`config.mk`:
```
export PLATFORM = sky130hd
export DESIGN_NAME = cpu_run_ctrl
export DESIGN_NICKNAME = d
export VERILOG_FILES = /design/src/rtl/cpu_run_pkg.sv /design/src/rtl/sat_counter.sv /design/src/rtl/cpu_run_ctrl.sv
export SDC_FILE = /design/constraint.sdc
export NUM_CORES = 1
export LEC_CHECK = 0
export CAP_MARGIN = 20
export CORE_AREA = 2 2 135 137
export CTS_BUF_LIST = sky130_fd_sc_hd__clkbuf_8
export CTS_CLUSTER_DIAMETER = 60
export CTS_CLUSTER_SIZE = 12
export DETAILED_ROUTE_END_ITERATION = 10
export DIE_AREA = 0 0 137 139
export GPL_TIMING_DRIVEN = 0
export MAX_ROUTING_LAYER = met4
export PLACE_DENSITY_LB_ADDON = 0.2
export SKIP_CTS_REPAIR_TIMING = 1
export SYNTH_ARGS = -nofsm -noshare
export SYNTH_HDL_FRONTEND = slang
export SYNTH_SLANG_ARGS = --single-unit
```
`constraint.sdc`:
```
create_clock -name clk -period 2.2 [get_ports clk]
set_clock_uncertainty 0.15 [all_clocks]
set_input_delay 0.22 -clock clk [delete_from_list [all_inputs] [get_ports clk]]
set_output_delay 0.22 -clock clk [all_outputs]
set_load 0.1 [all_outputs]
```
`src/rtl/cpu_run_pkg.sv`:
```
// Shared types and default constants for the MIPS core run controller.
package cpu_run_pkg;

  typedef enum logic [1:0] {
    HOLD,
    RUN,
    HALTED,
    TIMEOUT
  } run_state_t;

  localparam logic [31:0] DEF_RESET_PC    = 32'h0000_3000;
  localparam int unsigned DEF_RST_CYCLES  = 2;
  localparam int unsigned DEF_HALT_REPEAT = 3;
  localparam int unsigned DEF_MAX_CYCLES  = 10000;

endpackage

```
`src/rtl/sat_counter.sv`:
```
// Unsigned up-counter that sticks at all-ones; synchronous clear beats increment.
module sat_counter #(
  parameter int unsigned W = 32
) (
  input  logic         clk,
  input  logic         reset,
  input  logic         clr,
  input  logic         inc,
  output logic [W-1:0] q
);

  always_ff @(posedge clk or negedge reset) begin
    if (!reset) begin
      q <= '0;
    end else if (clr) begin
      q <= '0;
    end else if (inc && (q != '1)) begin
      q <= q + W'(1);
    end
  end

endmodule

```
`src/rtl/cpu_run_ctrl.sv`:
```
// Run controller for the single-cycle MIPS core: reset sequencing, PC self-loop
// halt detection, cycle timeout and run statistics.
module cpu_run_ctrl
  import cpu_run_pkg::*;
#(
  parameter int unsigned PC_W        = 32,
  parameter int unsigned CNT_W       = 32,
  parameter int unsigned RST_CYCLES  = DEF_RST_CYCLES,
  parameter int unsigned HALT_REPEAT = DEF_HALT_REPEAT,
  parameter int unsigned MAX_CYCLES  = DEF_MAX_CYCLES,
  parameter logic [31:0] RESET_PC    = DEF_RESET_PC
) (
  input  logic             clk,
  input  logic             reset,
  input  logic             restart,
  input  logic [PC_W-1:0]  pc,
  input  logic             reg_we,
  output logic             cpu_reset,
  output logic             running,
  output logic             done,
  output logic             timeout,
  output logic [CNT_W-1:0] cycle_count,
  output logic [CNT_W-1:0] instr_count,
  output logic [CNT_W-1:0] wb_count,
  output logic [PC_W-1:0]  halt_pc
);

  localparam int unsigned HW = (RST_CYCLES  < 2) ? 1 : $clog2(RST_CYCLES + 1);
  localparam int unsigned SW = (HALT_REPEAT < 2) ? 1 : $clog2(HALT_REPEAT + 1);

  // RESET_PC is informational only; it is sanity-checked here and nowhere else.
  if ((RESET_PC[1:0] != 2'b00) || (RST_CYCLES < 1) || (HALT_REPEAT < 1) || (MAX_CYCLES < 2))
  begin : g_param_check
    $error("cpu_run_ctrl: illegal parameter combination");
  end

  run_state_t      state, state_nxt;
  logic [HW-1:0]   hold_cnt, hold_nxt;
  logic [SW-1:0]   same_cnt, same_nxt;
  logic            first, first_nxt;
  logic [PC_W-1:0] prev_pc, prev_nxt;
  logic [PC_W-1:0] halt_pc_nxt;
  logic            cpu_reset_nxt, running_nxt, done_nxt, timeout_nxt;
  logic            cyc_inc, ins_inc, wb_inc, halt_hit;

  always_ff @(posedge clk or negedge reset) begin
    if (!reset) begin
      state     <= HOLD;
      hold_cnt  <= '0;
      same_cnt  <= '0;
      first     <= 1'b1;
      prev_pc   <= '0;
      halt_pc   <= '0;
      cpu_reset <= 1'b1;
      running   <= 1'b0;
      done      <= 1'b0;
      timeout   <= 1'b0;
    end else begin
      state     <= state_nxt;
      hold_cnt  <= hold_nxt;
      same_cnt  <= same_nxt;
      first     <= first_nxt;
      prev_pc   <= prev_nxt;
      halt_pc   <= halt_pc_nxt;
      cpu_reset <= cpu_reset_nxt;
      running   <= running_nxt;
      done      <= done_nxt;
      timeout   <= timeout_nxt;
    end
  end

  always_comb begin
    state_nxt     = state;
    hold_nxt      = hold_cnt;
    same_nxt      = same_cnt;
    first_nxt     = first;
    prev_nxt      = prev_pc;
    halt_pc_nxt   = halt_pc;
    cpu_reset_nxt = cpu_reset;
    done_nxt      = done;
    timeout_nxt   = timeout;
    cyc_inc       = 1'b0;
    ins_inc       = 1'b0;
    wb_inc        = 1'b0;
    halt_hit      = 1'b0;

    if (restart) begin
      state_nxt     = HOLD;
      hold_nxt      = '0;
      same_nxt      = '0;
      first_nxt     = 1'b1;
      halt_pc_nxt   = '0;
      cpu_reset_nxt = 1'b1;
      done_nxt      = 1'b0;
      timeout_nxt   = 1'b0;
    end else begin
      unique case (state)
        HOLD: begin
          cpu_reset_nxt = 1'b1;
          hold_nxt      = hold_cnt + HW'(1);
          if (hold_cnt == HW'(RST_CYCLES - 1)) begin
            state_nxt     = RUN;
            cpu_reset_nxt = 1'b0;
          end
        end
        RUN: begin
          cyc_inc = 1'b1;
          wb_inc  = reg_we;
          if (first) begin
            ins_inc   = 1'b1;
            first_nxt = 1'b0;
            prev_nxt  = pc;
            same_nxt  = '0;
          end else if (pc != prev_pc) begin
            ins_inc  = 1'b1;
            prev_nxt = pc;
            same_nxt = '0;
          end else begin
            same_nxt = same_cnt + SW'(1);
            halt_hit = (same_nxt == SW'(HALT_REPEAT));
          end
          // Halt is tested first so a coincident timeout is never reported.
          if (halt_hit) begin
            state_nxt     = HALTED;
            halt_pc_nxt   = pc;
            done_nxt      = 1'b1;
            cpu_reset_nxt = 1'b1;
          end else if (cycle_count == CNT_W'(MAX_CYCLES - 1)) begin
            state_nxt     = TIMEOUT;
            timeout_nxt   = 1'b1;
            done_nxt      = 1'b1;
            cpu_reset_nxt = 1'b1;
          end
        end
        HALTED, TIMEOUT: begin
          cpu_reset_nxt = 1'b1;
        end
        default: begin
          state_nxt = HOLD;
        end
      endcase
    end

    running_nxt = (state_nxt == RUN);
  end

  sat_counter #(.W(CNT_W)) u_cycle_cnt (
    .clk   (clk),
    .reset (reset),
    .clr   (restart),
    .inc   (cyc_inc),
    .q     (cycle_count)
  );

  sat_counter #(.W(CNT_W)) u_instr_cnt (
    .clk   (clk),
    .reset (reset),
    .clr   (restart),
    .inc   (ins_inc),
    .q     (instr_count)
  );

  sat_counter #(.W(CNT_W)) u_wb_cnt (
    .clk   (clk),
    .reset (reset),
    .clr   (restart),
    .inc   (wb_inc),
    .q     (wb_count)
  );

endmodule

```
Word level (Yosys, flattened, before mapping). Cells that the tools add are included.

Bits in registers: 171. Latch bits: 0. Memory bits (writable): 0. ROM bits: 0. Bits of input ports: 36. Output and inout port bits: 132. Word-level logic and storage cells: 96. Memories kept: 0.

$add $sub $neg: 5. $mul: 0. Divide/modulo/power cells: 0. Order comparisons: 0. Eq/ne operators: 13. Shifts and indexed selects: 0. Muxes and demuxes: 46. Bitwise gates (word level): 1. Reductions and logical operators: 18.

Operator list (number): $mux W32 (11); $add A32 B1 Y32 const B (3); $ne A32 B32 Y1 const B (3); $eq A32 B14 Y1 const B (1); $ne A32 B32 Y1 (1); $mux W1 (23); $mux W2 (10); $reduce_bool A2 Y1 (8); $eq A2 B1 Y1 const B (3); $eq A2 B2 Y1 const B (3); $reduce_and A3 Y1 (2); $add A2 B1 Y2 const B (2); $ne A4 B4 Y1 const B (1); $pmux W2 S2 (1); $reduce_and A2 Y1 (2); $logic_and A1 B1 Y1 (3); $pmux W1 S3 (1); $reduce_bool A3 Y1 (1); $logic_not A2 Y1 (1); $ne A2 B2 Y1 const B (1); $reduce_or A2 Y1 (1); $not A1 Y1 (1).

Depth between registers and ports, before layout. Gate-level depths: netlist of the first run.

Depth after elaboration: 10. Depth in mapped cells: 10. Mapped depth without buffers: 8.

Hierarchy. From an unflattened synthesis of the first run, not the netlist that was laid out.

Cell total of the unflattened synthesis: 911. Area total of the unflattened synthesis: 9534.1 µm².

By module, submodules not included: sat_counter (instances 3, cells an instance 198, area an instance 1854.3 µm², sequential area each 800.8 µm²); cpu_run_ctrl (instances 1, cells an instance 317, area an instance 3971.3 µm², sequential area each 1879.3 µm²).

Worst setup path before layout of the first run. Ideal clock, no wire load.

Kind: reg2reg. From: reg u_wb_cnt.q[0]. To: reg u_wb_cnt.q[22]. Setup time: 0.074 ns. Arrival: 2.715 ns. Data required time: 1.976 ns. Setup slack: -0.739 ns. Cell stages (with the launch flop): 11. Buffers on the path: 2. Clock period less this slack: 2.939 ns. Cells stage by stage: dfrtp_1 > ha_1 > and2_1 > clkbuf_1 > and3_1 > and4_1 > and3_1 > clkbuf_1 > nand4_1 > xor2_1 > nor2_1.

Word-level cells in the longest chain between the ends: 3. Elaborated cells on any way between the ends: 6. Classes of those cells: add/sub (1); eq/ne (1); mux (2); reduce/logical (2).

Ends and longest elaborated chain: from (decl) (line sat_counter.sv:9) `output logic [W-1:0] q`; from (signal assigned) (line sat_counter.sv:18) `q <= q + W'(1);`; $add A32 B1 Y32 / $ne A32 B32 Y1 (equally long branches) (line sat_counter.sv:18, sat_counter.sv:17); $mux W32 / $logic_and A1 B1 Y1 (equally long branches) (line sat_counter.sv:17) `end else if (inc && (q != '1)) begin`; $mux W32 / $reduce_bool A2 Y1 (equally long branches).

Several ways; a longest one is shown, not always the timed one. The select of a mux whose other input is x is not followed. A chain may end at the register's enable or synchronous reset.

Worst setup path in the final report of the first run.
From: reg prev_pc[29]. To: reg u_instr_cnt.q[20].

Word-level cells in the longest chain between the ends: 7.

Ends and longest elaborated chain: from (decl) (line cpu_run_ctrl.sv:41) `logic [PC_W-1:0] prev_pc, prev_nxt;`; from (signal assigned) (line cpu_run_ctrl.sv:63) `prev_pc <= prev_nxt;`; $ne A32 B32 Y1 (line cpu_run_ctrl.sv:114) `end else if (pc != prev_pc) begin`; $mux W1 (line cpu_run_ctrl.sv:114); $mux W1 (line cpu_run_ctrl.sv:109) `if (first) begin`; $mux W1 (line cpu_run_ctrl.sv:97) `unique case (state)`; $mux W1 (line cpu_run_ctrl.sv:87) `if (restart) begin`; $logic_and A1 B1 Y1 (line sat_counter.sv:17); $reduce_bool A2 Y1 (no source line); to (signal assigned) (line sat_counter.sv:18); to (decl) (line sat_counter.sv:9).

No other way between the ends.

==> results.py, run 1 <==
metrics = {
    "global_routing": {
        "grt_overflow": 0,
        "grt_pass1_vias": 6551,
        "antenna_found_initial": 0,
        "track_usage": 0.240,
        "grt_pass1_wl_mm": 34.9,
        "grt_start_max_net_pins": 120,
    },
    "flow_run": {
        "drv_cap": 0,
    },
    "timing": {
        "worst_slew_pin_slew_ns": 1.06,
        "max_freq_mhz": 410,
        "maxSlewHeadroom": 0.291,
        "hold_violations": 0,
        "finalSetupViolations": 99,
        "fin_crit_ns": 2.44,
        "rsz0062_at_grt": "true",
        "slew_viol_final": 0,
        "period_share": 1.11,
        "fin_setup_tns_ns": -15.44,
        "fin_ws_ns": -0.240,
    },
    "clocking": {
        "cts_sinks": 171,
        "numCtsBuffers": 17,
        "tritoncts": "done",
        "clkTransAtPathRegs_ns": 0.09,
        "root_buffer": "clkbuf_8",
        "clkLatencyLatePin_ns": 0.46,
        "cts.htree.levels": 4,
        "clock_path_buffers": 2,
    },
    "synth": {
        "ys.warnings.count": 0,
        "synthAdderAreaFrac": 0.00750,
        "yosys-top-cells-area": "dfrtp_1 (51%), xor2_1 (6.3%), nand2_1 (5.8%)",
        "avgSynthCellArea_sq_um": 9.85,
        "synth_compound_area_frac": 0.0699,
        "ys.flop_type": "dfrtp_1",
        "yosys.area.top_type": "dfrtp_1",
        "synthCells": 847,
        "syn-num-nets": 888,
        "ys_ff_latch": 171,
        "synth_top_family_by_area": "simple AND/OR/NAND/NOR gates",
        "synthArstFlopShare": 1.00,
        "synth-xor-area-share": 0.106,
        "yosys.area.top_type_share": 0.507,
        "synth_cell_types": 56,
        "seq_area_frac_synth": 0.513,
        "syn_area_sq_mm": 0.00834,
        "yosys.area_share.simple": 0.268,
        "synth_mux_area_frac": 0.0136,
        "synth_edf_count": 0,
    },
    "floorplan": {
        "core_sq_mm": 0.0177,
        "die_height_um": 139,
        "row_count": 49,
        "chipWidth_um": 137,
        "ios": 168,
        "die_area_sq_mm": 0.0190,
        "start_util": 0.472,
    },
    "drt": {
        "wl_met3_mm": 1.33,
        "drt_first_pass_iters": 5,
        "wl_mm": 23.9,
        "drt_iter0_drc": 437,
        "wl_met2_mm": 11.5,
        "drc": 0,
        "top_layer": "met4",
        "avgRoutedWirePerCell_um": 18.1,
        "wl_met1_mm": 10.8,
        "via_per_inst": 5.46,
        "via_count": 7215,
        "ant_nets": 0,
    },
    "layout": {
        "nets": 1122,
        "drive_gt1_frac": 0.256,
        "area_growth_pct": 48.1,
        "antennaDiodeCount": 0,
        "register_area_sq_mm": 0.00457,
        "multiInputGateArea_sq_mm": 0.00432,
        "fill_cells": 1319,
        "final_cells": 1322,
    },
    "setup_path": {
        "worstPathMaxFanout": 4,
        "required_ns": 2.40,
        "critPathKind": "reg2reg",
        "cp.arrival_ns": 2.64,
        "critPathLaunchType": "flip-flop",
        "cp-end-kind": "flip-flop",
    },
    "placement": {
        "preCtsSetupSlack_ns": -1.01,
        "routabilityCongestion": 0.914,
        "place_inst": 1244,
        "hpwl_mm": 15.8,
        "io_buffers": 167,
    },
    "pwr": {
        "powerDensity_mw_per_mm2": 626,
        "vdd_ir_drop_max_mv": 0.399,
        "p_leak_nw": 7.33,
    },
    "outcome": {
        "violations": "negative setup slack",
        "outcome": "complete, but fails checks",
    },
    "worst_hold_path": {
        "hold_path.class": "in2async",
    },
}
critical path: stages (launching register included):
cell     delay [ns]
dfrtp_1        0.40
xnor2_1        0.17
nand4_1        0.21
nor4_4         0.38
buf_4          0.24
a31o_1         0.17
buf_6          0.12
a21oi_4        0.04
and4_1         0.16
mux2_4         0.29
final timing paths:
kind	startpoint	to	slack [ns]	cells past startpoint
min in group clk	pc[6]	prev_pc[6]	0.21	3
min reg2reg	prev_pc[25]	prev_pc[25]	0.35	2
min	reset	halt_pc[21]	0.11	2
max reg2reg	prev_pc[29]	u_instr_cnt.q[20]	-0.24	9
max in group asynchronous	reset	u_instr_cnt.q[1]	0.81	3
max	prev_pc[29]	u_instr_cnt.q[20]	-0.24	9
final cells by class:
class,count,area share
clock buffers,19,0.0212
plain buffers,31,0.0179
repair buffers,217,0.202
flip-flops and latches,171,0.370
clock inverters,12,0.0141
inverters,10,0.00304
multi-input cells,633,0.349
well taps,229,0.0232
metrics by stage:
| step | utilization | power (W) | hold slack, ns | instance area (sq um) |
|---|---|---|---|---|
| finish | 0.700 | 0.00774 | 0.111 | 12400 |
| global route | 0.700 | 0.00806 | 0.129 | 12400 |
| CTS | 0.639 | 0.00762 | -0.478 | 11300 |
| detailed placement | 0.614 | 0.00519 | 0.0145 | 10800 |
| global placement | 0.612 | 0.00514 | 0.328 | 10800 |
| floorplan | - | 0.00471 | -0.226 | 8850 |
layer usage:
layer  GRT usage  vias up
met1       0.333     3573
met4      0.0548        0
met2       0.370      203
li1            -     3419
met3      0.0402       20
met5           -        -
cell usage after synthesis (5+ instances only):
| master | instances |
|---|---|
| o31ai_1 | 5 |
| nor3_1 | 11 |
| nor2b_1 | 6 |
| nand3_1 | 53 |
| o21ai_0 | 13 |
| a22o_1 | 32 |
| and3_1 | 22 |
| and2_1 | 8 |
| mux2i_1 | 8 |
| a21oi_1 | 14 |
| ha_1 | 5 |
| dfrtp_1 | 169 |
| or4_1 | 5 |
| nor4_1 | 6 |
| clkbuf_1 | 20 |
| buf_2 | 11 |
| xnor2_1 | 41 |
| inv_1 | 10 |
| or3_1 | 6 |
| nand2_1 | 129 |
| nand4_1 | 41 |
| and4_1 | 19 |
| nand2b_1 | 8 |
| nor2_1 | 101 |
| xor2_1 | 60 |
placed cells by master (no fill, tap or decap), drive strengths merged, types with 2 or more instances in the layout:
cell type	synthesis	layout
nor2	102	102
mux2i	8	8
a21oi	16	16
nor2b	6	6
a31oi	4	4
dlymetal6s2s	0	133
nand2b	8	8
xor2	60	60
dfrtp	169	169
xnor2	41	41
mux2	3	3
or3	6	6
and3	22	22
clkinv	0	2
a311oi	2	2
nand2	132	132
nor3	11	11
clkbuf	20	39
o31ai	5	5
clkinvlp	0	2
a22o	32	32
nand4	42	42
bufinv	0	4
a31o	2	2
and4	22	22
buf	14	61
nand3b	3	3
clkdlybuf4s50	0	33
dfstp	2	2
nor4	9	9
nand3	54	55
inv	10	14
ha	5	5
and2	9	9
or4	5	5
o21ai	13	13
report_power, final:
group / switching (W) / internal, W
clock network: 0.00117 / 0.00129
registers: 0.000252 / 0.00348
logic: 0.000901 / 0.000642
logic make-up after synthesis:
family / after synthesis
adder cells (fa/ha/maj): 5
flip-flops: 171
XOR/XNOR: 101
buffers and inverters: 44
AO/OA/AOI/OAI: 78
AND/OR/NAND/NOR: 437
multiplexers: 11
flip-flops by register name, indices dropped and copies added, names as in the netlist:
name / cells
same_cnt: 2
timeout: 1
u_wb_cnt.q: 32
first: 1
u_instr_cnt.q: 32
halt_pc: 32
done: 1
prev_pc: 32
u_cycle_cnt.q: 32
state: 2
hold_cnt: 2
running: 1
cpu_reset: 1
Note: power is estimated with default switching activity, not from simulation.
==> inputs of run 2 (changes only) <==
--- a/config.mk
+++ b/config.mk
@@ -16,6 +16,7 @@
 export MAX_ROUTING_LAYER = met4
 export PLACE_DENSITY_LB_ADDON = 0.2
 export SKIP_CTS_REPAIR_TIMING = 1
+export SLEW_MARGIN = 20
 export SYNTH_ARGS = -nofsm -noshare
 export SYNTH_HDL_FRONTEND = slang
 export SYNTH_SLANG_ARGS = --single-unit
==> results.py, run 2 (synthesis results as in run 1) <==
metrics = {
    "outcome": {
        "outcome": "complete, but fails checks",
        "violations": "negative setup slack",
    },
    "placement": {
        "dpl-instance-area_sq_mm": 0.0109,
        "hpwl_mm": 15.9,
        "io_buffers": 167,
        "routabilityCongestion": 0.914,
    },
    "timing": {
        "maxSlewHeadroom": 0.321,
        "worst_slew_pin_slew_ns": 1.02,
        "period_share": 1.11,
        "rsz0062_at_grt": "true",
        "slew_viol_final": 0,
        "hold_violations": 0,
        "hold_ws_ns": 0.108,
        "fin_ws_ns": -0.252,
        "finalSetupViolations": 102,
        "fin_crit_ns": 2.45,
        "max_freq_mhz": 408,
    },
    "global_routing": {
        "grt_start_max_net_pins": 68,
        "track_usage": 0.245,
        "grt_pass1_wl_mm": 35.7,
        "grt_overflow": 0,
        "antenna_found_initial": 0,
        "grt_pass1_vias": 6710,
    },
    "pwr": {
        "p_leak_nw": 7.49,
        "power_w": 0.00782,
        "vdd_ir_drop_max_mv": 0.365,
        "powerDensity_mw_per_mm2": 614,
    },
    "setup_path": {
        "critPathLaunchType": "flip-flop",
        "cp.arrival_ns": 2.63,
        "required_ns": 2.37,
        "cp-end-kind": "flip-flop",
        "worstPathMaxFanout": 8,
        "critPathKind": "reg2reg",
    },
    "layout": {
        "most-common-layout-cells": "dlymetal6s2s_1 (133), nand2_1 (114), nor2_1 (93), dfrtp_1 (77), dfrtp_4 (68)",
        "drive_gt1_frac": 0.298,
        "antennaDiodeCount": 0,
        "fin_util": 0.721,
        "layout_commonest_cell": "dlymetal6s2s_1",
        "nets": 1138,
        "final_cell_area_sq_mm": 0.0127,
        "area_growth_pct": 52.6,
    },
    "floorplan": {
        "ios": 168,
        "start_util": 0.472,
        "row_count": 49,
        "chipWidth_um": 137,
        "core_sq_mm": 0.0177,
        "die_area_sq_mm": 0.0190,
        "die_height_um": 139,
    },
    "drt": {
        "drc": 0,
        "ant_nets": 0,
        "via_count": 7344,
        "avgRoutedWirePerCell_um": 18.0,
        "drt_iter0_drc": 451,
        "wl_mm": 24.1,
        "drt_first_pass_iters": 7,
        "via_per_inst": 5.49,
    },
    "clocking": {
        "tritoncts": "done",
        "cts_sinks": 171,
        "numCtsBuffers": 17,
        "cts.htree.levels": 4,
        "clock_path_buffers": 2,
        "clkTransAtPathRegs_ns": 0.10,
        "root_buffer": "clkbuf_8",
        "clkLatencyLatePin_ns": 0.46,
    },
    "worst_hold_path": {
        "hold_path.class": "in2async",
    },
    "flow_run": {
        "drv_cap": 0,
    },
}
==> run 2: cell count changes in the layout (fill, tap and decap cells not counted), sizes merged <==
cell / previous run / this run
buf: 61 / 81
bufinv: 4 / 3
clkbuf: 39 / 36
clkinv: 2 / 3
clkinvlp: 2 / 3
inv: 14 / 13
nand3: 55 / 54
==> run 2: metal layers <==
metal  global-route usage  vias to the layer above  wire length (um)
li1                     -                     3453                 -
met1                0.339                     3656             10700
met2                0.371                      204             11900
met3               0.0428                       31              1200
met4               0.0716                        0               321
met5                    -                        -                 0
==> run 2: metrics by stage <==
stage / setup slack [ns] / instances / TNS (ns)
6_report: -0.252 / 1338 / -13.82
5_1_grt: -0.330 / 1338 / -21.81
4_1_cts: -0.738 / 1276 / -86.23
3_5_place_dp: -1.02 / 1245 / -117.95
3_3_place_gp: -7.67 / 1243 / -1305.10
2_1_floorplan: -0.154 / 847 / -3.18
==> run 2: worst max-delay path, cell delays in order, from the launching register on <==
cell       delay (ns)
dfrtp_1          0.42
xnor2_1          0.22
nand4_1          0.18
nor4_4           0.38
buf_4            0.22
nand3_4          0.17
clkbuf_16        0.26
nand3_2          0.07
xor2_1           0.17
nor2_1           0.05
==> run 2: power by group <==
part,switching [W],internal (W)
clock network,0.00117,0.00117
registers,0.000263,0.00348
logic,0.000959,0.000773
==> run 2: final timing paths <==
path	startpoint	to	slack (ns)	depth (start not counted)
worst max-delay path	prev_pc[30]	u_instr_cnt.q[31]	-0.25	9
worst min-delay path	reset	prev_pc[6]	0.11	2
worst max register to register	prev_pc[30]	u_instr_cnt.q[31]	-0.25	9
worst min register to register	prev_pc[21]	prev_pc[21]	0.35	2
max in group asynchronous	reset	first	0.76	4
min in group clk	pc[6]	prev_pc[6]	0.21	3
==> run 2: area by class of cell <==
cell class | count | area (sq um)
inverter | 10 | 37.5
clock inverter | 12 | 151
fill | 1284 | 4920
clock buffer | 19 | 262
multi-input combinational | 632 | 4500
sequential | 171 | 4570
timing repair buffer | 234 | 2660
buffer | 31 | 267
tap | 229 | 287
